File: config.mk
export PLATFORM = sky130hd
export DESIGN_NAME = scan_seg_mux
export DESIGN_NICKNAME = d
export VERILOG_FILES = /design/src/rtl/seg_pkg.sv /design/src/rtl/seg_hex_decode.sv /design/src/rtl/scan_seg_mux.sv
export SDC_FILE = /design/constraint.sdc
export NUM_CORES = 1
export LEC_CHECK = 0
export CAP_MARGIN = 20
export CELL_PAD_IN_SITES_DETAIL_PLACEMENT = 0
export CELL_PAD_IN_SITES_GLOBAL_PLACEMENT = 1
export CORE_MARGIN = 2
export CORE_UTILIZATION = 37
export CTS_BUF_LIST = sky130_fd_sc_hd__clkbuf_8 sky130_fd_sc_hd__clkbuf_16
export DETAILED_ROUTE_END_ITERATION = 10
export GPL_TIMING_DRIVEN = 0
export PLACE_DENSITY_LB_ADDON = 0.08
export SLEW_MARGIN = 0
export SYNTH_ARGS = -nofsm -noshare
export SYNTH_HDL_FRONTEND = slang
export SYNTH_SLANG_ARGS = --single-unit
File: constraint.sdc
create_clock -name clk -period 3 [get_ports clk]
set_input_delay 0.6 -clock clk [delete_from_list [all_inputs] [get_ports clk]]
set_output_delay 0.6 -clock clk [all_outputs]
set_load 0.03 [all_outputs]
File: src/rtl/seg_pkg.sv
// ---------------------------------------------------------------------------
// seg_pkg
//   Shared constants for the multiplexed seven-segment scanner.
//   - HEX_SEG        : 16-entry hex glyph table, active-high, bit order gfedcba
//   - DP_BIT         : position of the decimal point inside the 8-bit seg bus
//   - inactive_level : the 8-bit "everything off" level for a given polarity
// ---------------------------------------------------------------------------
package seg_pkg;

    localparam int DP_BIT = 7;

    // Index = nibble value; glyph bits are gfedcba with segment 'a' in bit 0.
    localparam logic [6:0] HEX_SEG [16] = '{
        7'h3F, 7'h06, 7'h5B, 7'h4F,   // 0 1 2 3
        7'h66, 7'h6D, 7'h7D, 7'h07,   // 4 5 6 7
        7'h7F, 7'h6F, 7'h77, 7'h7C,   // 8 9 A b
        7'h39, 7'h5E, 7'h79, 7'h71    // C d E F
    };

    // Off level for an active-low bus is all ones, for active-high all zeros.
    // XOR-ing an active-high pattern with this value also yields the driven
    // pattern in either polarity.
    function automatic logic [7:0] inactive_level(input int active_low);
        return (active_low != 0) ? 8'hFF : 8'h00;
    endfunction

endpackage

File: src/rtl/seg_hex_decode.sv
// ---------------------------------------------------------------------------
// seg_hex_decode
//   Combinational hex-to-seven-segment glyph lookup (active-high).
//   Ports:
//     nibble : in  [3:0]  hex value 0..F
//     segs   : out [6:0]  glyph, bit order gfedcba
// ---------------------------------------------------------------------------
module seg_hex_decode
    import seg_pkg::*;
(
    input  logic [3:0] nibble,
    output logic [6:0] segs
);

    assign segs = HEX_SEG[nibble];

endmodule

File: src/rtl/scan_seg_mux.sv
// ---------------------------------------------------------------------------
// scan_seg_mux
//   Time-multiplexed driver for a common-anode/cathode seven-segment display
//   of NUM_DIGITS digits. One digit is selected per slot of SLOT_CYCLES
//   clocks; a full pass over all digits is a frame. Display inputs are
//   captured once per frame so a frame never shows a mix of old and new data.
//   Features: hex decode, decimal points, per-digit blanking, per-digit
//   blinking, leading-zero suppression, 16-step PWM brightness and a one-cycle
//   anode dead time at the start of every slot.
//
//   Parameters:
//     NUM_DIGITS   : 1..8 digits
//     SLOT_CYCLES  : clocks per digit slot, >= 2
//     BLINK_FRAMES : frames per blink half-period, >= 1
//     ACTIVE_LOW   : 1 -> an/seg are driven active-low
//
//   Ports:
//     clk        : in   rising-edge clock
//     rst        : in   asynchronous active-high reset
//     en         : in   scan enable; counters hold and outputs go dark when 0
//     digits     : in   4*NUM_DIGITS hex nibbles, digit 0 in [3:0]
//     dp         : in   decimal point per digit
//     blank      : in   force digit dark
//     blink      : in   digit blinks with the blink phase
//     lz_en      : in   leading-zero suppression enable
//     bright     : in   brightness 0..15 (duty = (bright+1)/16)
//     an         : out  registered digit select, one-hot when lit
//     seg        : out  registered segments, bit7 = dp, [6:0] = gfedcba
//     frame_tick : out  high during the first cycle of each frame (the cycle
//                       in which the snapshot is captured)
// ---------------------------------------------------------------------------
module scan_seg_mux
    import seg_pkg::*;
#(
    parameter int NUM_DIGITS   = 6,
    parameter int SLOT_CYCLES  = 1000,
    parameter int BLINK_FRAMES = 64,
    parameter int ACTIVE_LOW   = 1
) (
    input  logic                    clk,
    input  logic                    rst,
    input  logic                    en,
    input  logic [4*NUM_DIGITS-1:0] digits,
    input  logic [NUM_DIGITS-1:0]   dp,
    input  logic [NUM_DIGITS-1:0]   blank,
    input  logic [NUM_DIGITS-1:0]   blink,
    input  logic                    lz_en,
    input  logic [3:0]              bright,
    output logic [NUM_DIGITS-1:0]   an,
    output logic [7:0]              seg,
    output logic                    frame_tick
);

    localparam int SW = $clog2(SLOT_CYCLES);
    localparam int IW = (NUM_DIGITS > 1) ? $clog2(NUM_DIGITS) : 1;
    localparam int BW = (BLINK_FRAMES > 1) ? $clog2(BLINK_FRAMES) : 1;

    localparam logic [SW-1:0] SLOT_LAST  = SW'(SLOT_CYCLES - 1);
    localparam logic [IW-1:0] IDX_LAST   = IW'(NUM_DIGITS - 1);
    localparam logic [BW-1:0] BLINK_LAST = BW'(BLINK_FRAMES - 1);

    localparam logic [7:0]            SEG_OFF = inactive_level(ACTIVE_LOW);
    localparam logic [NUM_DIGITS-1:0] AN_OFF  = {NUM_DIGITS{SEG_OFF[0]}};

    // ------------------------------------------------------------------
    // Scan state
    // ------------------------------------------------------------------
    logic [SW-1:0] slot_cnt;
    logic [IW-1:0] idx;
    logic [3:0]    pwm_cnt;
    logic [BW-1:0] blink_cnt;
    logic          blink_flag;

    // Per-frame snapshot; snap_phase freezes the blink phase for the frame.
    logic [4*NUM_DIGITS-1:0] snap_digits;
    logic [NUM_DIGITS-1:0]   snap_dp;
    logic [NUM_DIGITS-1:0]   snap_blank;
    logic [NUM_DIGITS-1:0]   snap_blink;
    logic                    snap_phase;

    logic slot_last;
    logic idx_last;
    logic frame_start;

    assign slot_last = (slot_cnt == SLOT_LAST);
    assign idx_last  = (idx == IDX_LAST);

    // A frame begins in the first enabled cycle at index 0 / slot cycle 0.
    // This covers both the wrap from the last digit and the very first
    // enabled cycle after reset, and fires once even if en stalls there.
    // The anode is dark in that cycle (dead time), so capturing on its edge
    // means every lit cycle of the frame sees the new snapshot.
    assign frame_start = en && (slot_cnt == '0) && (idx == '0);
    assign frame_tick  = frame_start && !rst;

    always_ff @(posedge clk or posedge rst) begin
        if (rst) begin
            slot_cnt    <= '0;
            idx         <= '0;
            pwm_cnt     <= '0;
            blink_cnt   <= '0;
            blink_flag  <= 1'b0;
            snap_digits <= '0;
            snap_dp     <= '0;
            snap_blank  <= '0;
            snap_blink  <= '0;
            snap_phase  <= 1'b0;
        end else if (en) begin
            pwm_cnt <= pwm_cnt + 4'd1;

            if (slot_last) begin
                slot_cnt <= '0;
                idx      <= idx_last ? '0 : idx + IW'(1);
            end else begin
                slot_cnt <= slot_cnt + SW'(1);
            end

            if (frame_start) begin
                snap_digits <= digits;
                snap_dp     <= dp;
                snap_blank  <= blank;
                snap_blink  <= blink;
                snap_phase  <= blink_flag;
                if (blink_cnt == BLINK_LAST) begin
                    blink_cnt  <= '0;
                    blink_flag <= ~blink_flag;
                end else begin
                    blink_cnt <= blink_cnt + BW'(1);
                end
            end
        end
    end

    // ------------------------------------------------------------------
    // Display decision for the current index (active-high internally)
    // ------------------------------------------------------------------
    logic [NUM_DIGITS-1:0] lz_dark;
    logic                  lz_run;
    logic [3:0]            cur_nib;
    logic                  cur_dp;
    logic                  cur_blank;
    logic                  cur_blink;
    logic                  cur_lz;
    logic                  digit_dark;
    logic                  an_lit;
    logic [6:0]            hex_segs;
    logic [7:0]            seg_on;
    logic [NUM_DIGITS-1:0] an_on;

    seg_hex_decode u_hex_decode (
        .nibble (cur_nib),
        .segs   (hex_segs)
    );

    // Leading-zero run: walk down from the top digit while every digit seen
    // so far is zero. Digit 0 is never part of the run.
    always_comb begin
        lz_dark = '0;
        lz_run  = lz_en;
        for (int i = NUM_DIGITS - 1; i >= 1; i--) begin
            lz_run     = lz_run && (snap_digits[4*i +: 4] == 4'h0);
            lz_dark[i] = lz_run;
        end
    end

    always_comb begin
        cur_nib   = 4'h0;
        cur_dp    = 1'b0;
        cur_blank = 1'b0;
        cur_blink = 1'b0;
        cur_lz    = 1'b0;
        for (int i = 0; i < NUM_DIGITS; i++) begin
            if (idx == IW'(i)) begin
                cur_nib   = snap_digits[4*i +: 4];
                cur_dp    = snap_dp[i];
                cur_blank = snap_blank[i];
                cur_blink = snap_blink[i];
                cur_lz    = lz_dark[i];
            end
        end
    end

    always_comb begin
        // Blank and blink-off kill the whole digit including dp; leading-zero
        // suppression only kills the glyph.
        digit_dark = cur_blank || (cur_blink && snap_phase);

        seg_on = 8'h00;
        if (!digit_dark) begin
            seg_on[DP_BIT] = cur_dp;
            if (!cur_lz) begin
                seg_on[6:0] = hex_segs;
            end
        end

        // Anode follows the scan regardless of darkness, gated by the slot
        // dead time and the PWM duty.
        an_lit = (slot_cnt != '0) && (pwm_cnt <= bright);
        an_on  = '0;
        for (int i = 0; i < NUM_DIGITS; i++) begin
            an_on[i] = an_lit && (idx == IW'(i));
        end
    end

    // ------------------------------------------------------------------
    // Registered, polarity-adjusted outputs
    // ------------------------------------------------------------------
    always_ff @(posedge clk or posedge rst) begin
        if (rst) begin
            an  <= AN_OFF;
            seg <= SEG_OFF;
        end else if (!en) begin
            an  <= AN_OFF;
            seg <= SEG_OFF;
        end else begin
            an  <= an_on ^ AN_OFF;
            seg <= seg_on ^ SEG_OFF;
        end
    end

endmodule

==> results.sh <==
export IMPL_async_reset_ff_share_pct=100
export IMPL_pre_cts_ws_ps=-727
export IMPL_r2r_cells=14
export IMPL_place_area_sq_um=5030
export IMPL_power_density_nw_per_um2=526
export IMPL_synth_area_top_cells="dfrtp_1 40%, nand2_1 13%, dfstp_2 8.8%, ha_1 4.5%, mux2i_1 3.3%"
export IMPL_grt_overflow_total=0
export IMPL_fp_coreArea_sq_um=10900
export IMPL_clockBufferDepth=2
export IMPL_grt_pass1_wl_um=16300
export IMPL_maxCapViolCount=0
export IMPL_vias=3325
export IMPL_first_pass_iters=4
export IMPL_synth_cell_types=57
export IMPL_synth_nets=513
export IMPL_synth_top_area_share_pct=40.0
export IMPL_final_nets=599
export IMPL_outcome="complete, no violations"
export IMPL_htreeDepth=3
export IMPL_cp_start_kind="flip-flop"
export IMPL_cts_sinks=81
export IMPL_drt_iter0_drc=195
export IMPL_fin_skew_ps=5.27
export IMPL_slew_viol_final=0
export IMPL_total_power_uw=2890
export IMPL_start_util_pct=38.3
export IMPL_synth_edf_count=0
export IMPL_hold_viol=0
export IMPL_hold_path_cell_count=1
export IMPL_dp_hpwl_um=7170
export IMPL_syn_avg_cell_area_sq_um=9.34
export IMPL_synth_warnings=0
export IMPL_required_ps=2400
export IMPL_grt_pass1_vias=3320
export IMPL_place_congestion=0.855
export IMPL_synthFlopType="dfrtp_1"
export IMPL_ios=65
export IMPL_fmaxAchievable_mhz=343
export IMPL_ys_top_cells_by_count="144 x nand2_1, 67 x dfrtp_1, 15 x ha_1, 15 x inv_1, 15 x o21ai_0"
export IMPL_multi_input_area_sq_um=1990
export IMPL_finalCriticalPeriod_ps=2920
export IMPL_endpoint_kind="output port"
export IMPL_worstHoldStart="blink_cnt[4]"
export IMPL_hold_path_end="blink_cnt[4]"
export IMPL_cp_max_fo=10
export IMPL_dp_cells=653
export IMPL_clk_latency_ps=340
export IMPL_setup_slack_ps=82.8
export IMPL_reg2reg_slack_ps=200
export IMPL_cts_buffers=9
export IMPL_clk_transition_reported_paths_ps=60
export IMPL_tightestPinTransition_ps=635
export IMPL_yosysSeqAreaShare_pct=48.8
export IMPL_worstPathArrival_ps=2320
export IMPL_hold_ws_ps=467
export IMPL_r2r_start="idx[0]"
export IMPL_wl_um=9780
export IMPL_slew_headroom_pct=57.5
export IMPL_leakage_uw=0.00253
export IMPL_tritoncts="done"
export IMPL_synthesis_area_sq_um=4190
export IMPL_num_antenna_cells=0
export IMPL_rsz0062_at_grt="no"
export IMPL_syn_inst=448
export IMPL_min_path_type="reg -> reg"
export IMPL_num_fill_cells=1083
export IMPL_final_area_sq_um=5490
export IMPL_ant_nets=0
export IMPL_grt_max_degree=43
export IMPL_antenna_found_initial=0
export IMPL_irDropWorstVdd_uv=315
export IMPL_setup_viol=0
export IMPL_holdBufCountCts=0
export IMPL_viasPerCell=4.90
export IMPL_timing_rr_end="seg[3]"
export IMPL_seqCellArea_sq_um=2040
export IMPL_track_usage_pct=17.6
export IMPL_die_area_sq_um=12200
export IMPL_wire_per_inst_um=14.4
export IMPL_final_cells=679
export IMPL_cts_root_buffer="clkbuf_16"
export IMPL_rows=38
export IMPL_synth_largest_area_cell="dfrtp_1"
export IMPL_yosysMostFrequentCell="nand2_1"
export IMPL_die_x_um=110
export IMPL_chipHeight_um=110
export IMPL_portBuffers=64
export IMPL_path_class="reg -> out"
export IMPL_route_detailed_drc=0
export IMPL_drive_gt1_share_pct=16.5
export IMPL_min_period_over_period_pct=97.2
export IMPL_areaGrowthSynthToFinish_pct=31.2
export IMPL_ys_ff_latch=81
## worst max-delay path: stages (launching register included)
cell	delay [ps]
dfrtp_1	410
buf_4	190
or2_2	340
or4b_4	540
buf_8	140
buf_6	130
nor2_2	90
buf_6	140
## layer usage
metal	wire, um	vias to the layer above	GRT usage [%]	part of all wire, %
li1	-	1674	-	-
met1	4720	1578	23.6	48
met2	4500	61	27.8	46
met3	410	12	4.41	4.2
met4	147	0	6.34	1.5
met5	0	-	0	0
## layout make-up
cell class / count / share of cell area [%]
well taps: 140 / 3.19
clock inverters: 3 / 0.251
clock buffers: 13 / 5.10
repair buffers: 77 / 13.7
multi-input cells: 327 / 36.2
flip-flops and latches: 81 / 37.2
plain buffers: 23 / 3.28
inverters: 15 / 1.07
## registers in the layout, summed over array words and instances (netlist names)
register,flops
snap_dp,6
slot_cnt,10
an,6
snap_blank,6
pwm_cnt,4
blink_cnt,6
blink_flag,1
snap_digits,24
snap_blink,6
snap_phase,1
seg,8
idx,3
## power breakdown
group | leakage [uW] | internal [uW] | switching, uW
Clock | 0.000153 | 645 | 426
Sequential | 0.000999 | 1210 | 106
Combinational | 0.00138 | 265 | 234
Total | 0.00253 | 2120 | 766
## kinds of logic after synthesis
| group | share of synthesized area [%] |
|---|---|
| compound gates | 10.0 |
| simple gates | 24.5 |
| fa+ha+maj | 4.48 |
| xor+xnor | 2.93 |
| mux | 3.89 |
| buf+inv | 5.29 |
| flops | 48.8 |
## worst max-delay path by stage
stage	startpoint	end	slack, ps	cells past startpoint
floorplan	idx[0]	seg[3]	90	15
global placement	rst	snap_digits[0]	-1130	2
detailed placement	idx[0]	seg[3]	-730	14
CTS	slot_cnt[0]	frame_tick	7	9
global route	slot_cnt[0]	frame_tick	7	9
finish	idx[2]	frame_tick	80	7
## stage by stage
step / setup TNS, ps / util, %
floorplan: 0 / -
global placement: -83260 / 45.8
detailed placement: -4240 / 46.0
CTS: 0 / 49.4
global route: 0 / 50.2
finish: 0 / 50.2
## cells in the final DEF (no fill, tap or decap), types with 3 or more instances in the layout
cell type / netlist / routed
dfstp_2: 14 / 14
clkbuf_1: 4 / 3
nor2b_1: 9 / 9
and3_1: 9 / 9
clkdlybuf4s50_1: 0 / 63
xnor2_1: 12 / 12
nand2b_1: 5 / 5
buf_6: 5 / 7
clkbuf_8: 0 / 5
dfrtp_1: 67 / 67
nor2_1: 14 / 13
mux2i_1: 14 / 14
buf_4: 6 / 17
clkbuf_16: 0 / 9
and2_1: 4 / 4
ha_1: 15 / 14
inv_1: 15 / 12
buf_2: 9 / 7
a21oi_1: 8 / 7
inv_2: 0 / 3
nor4_1: 6 / 6
nand3b_1: 3 / 3
o21ai_1: 7 / 7
nand2_1: 144 / 144
nand4_1: 4 / 4
o21ai_0: 15 / 15
o31ai_1: 3 / 3
nand3_1: 12 / 11
## what timing repair did
| action | in CTS | in global routing |
|---|---|---|
| hold endpoints to repair | 0 | 0 |
| pin swaps | 2 | 3 |
| setup endpoints to repair | 8 | 3 |
| gates resized for setup | 20 | 8 |
| setup buffers | 4 | 8 |
No activity file was read; power rests on OpenSTA's default activity.
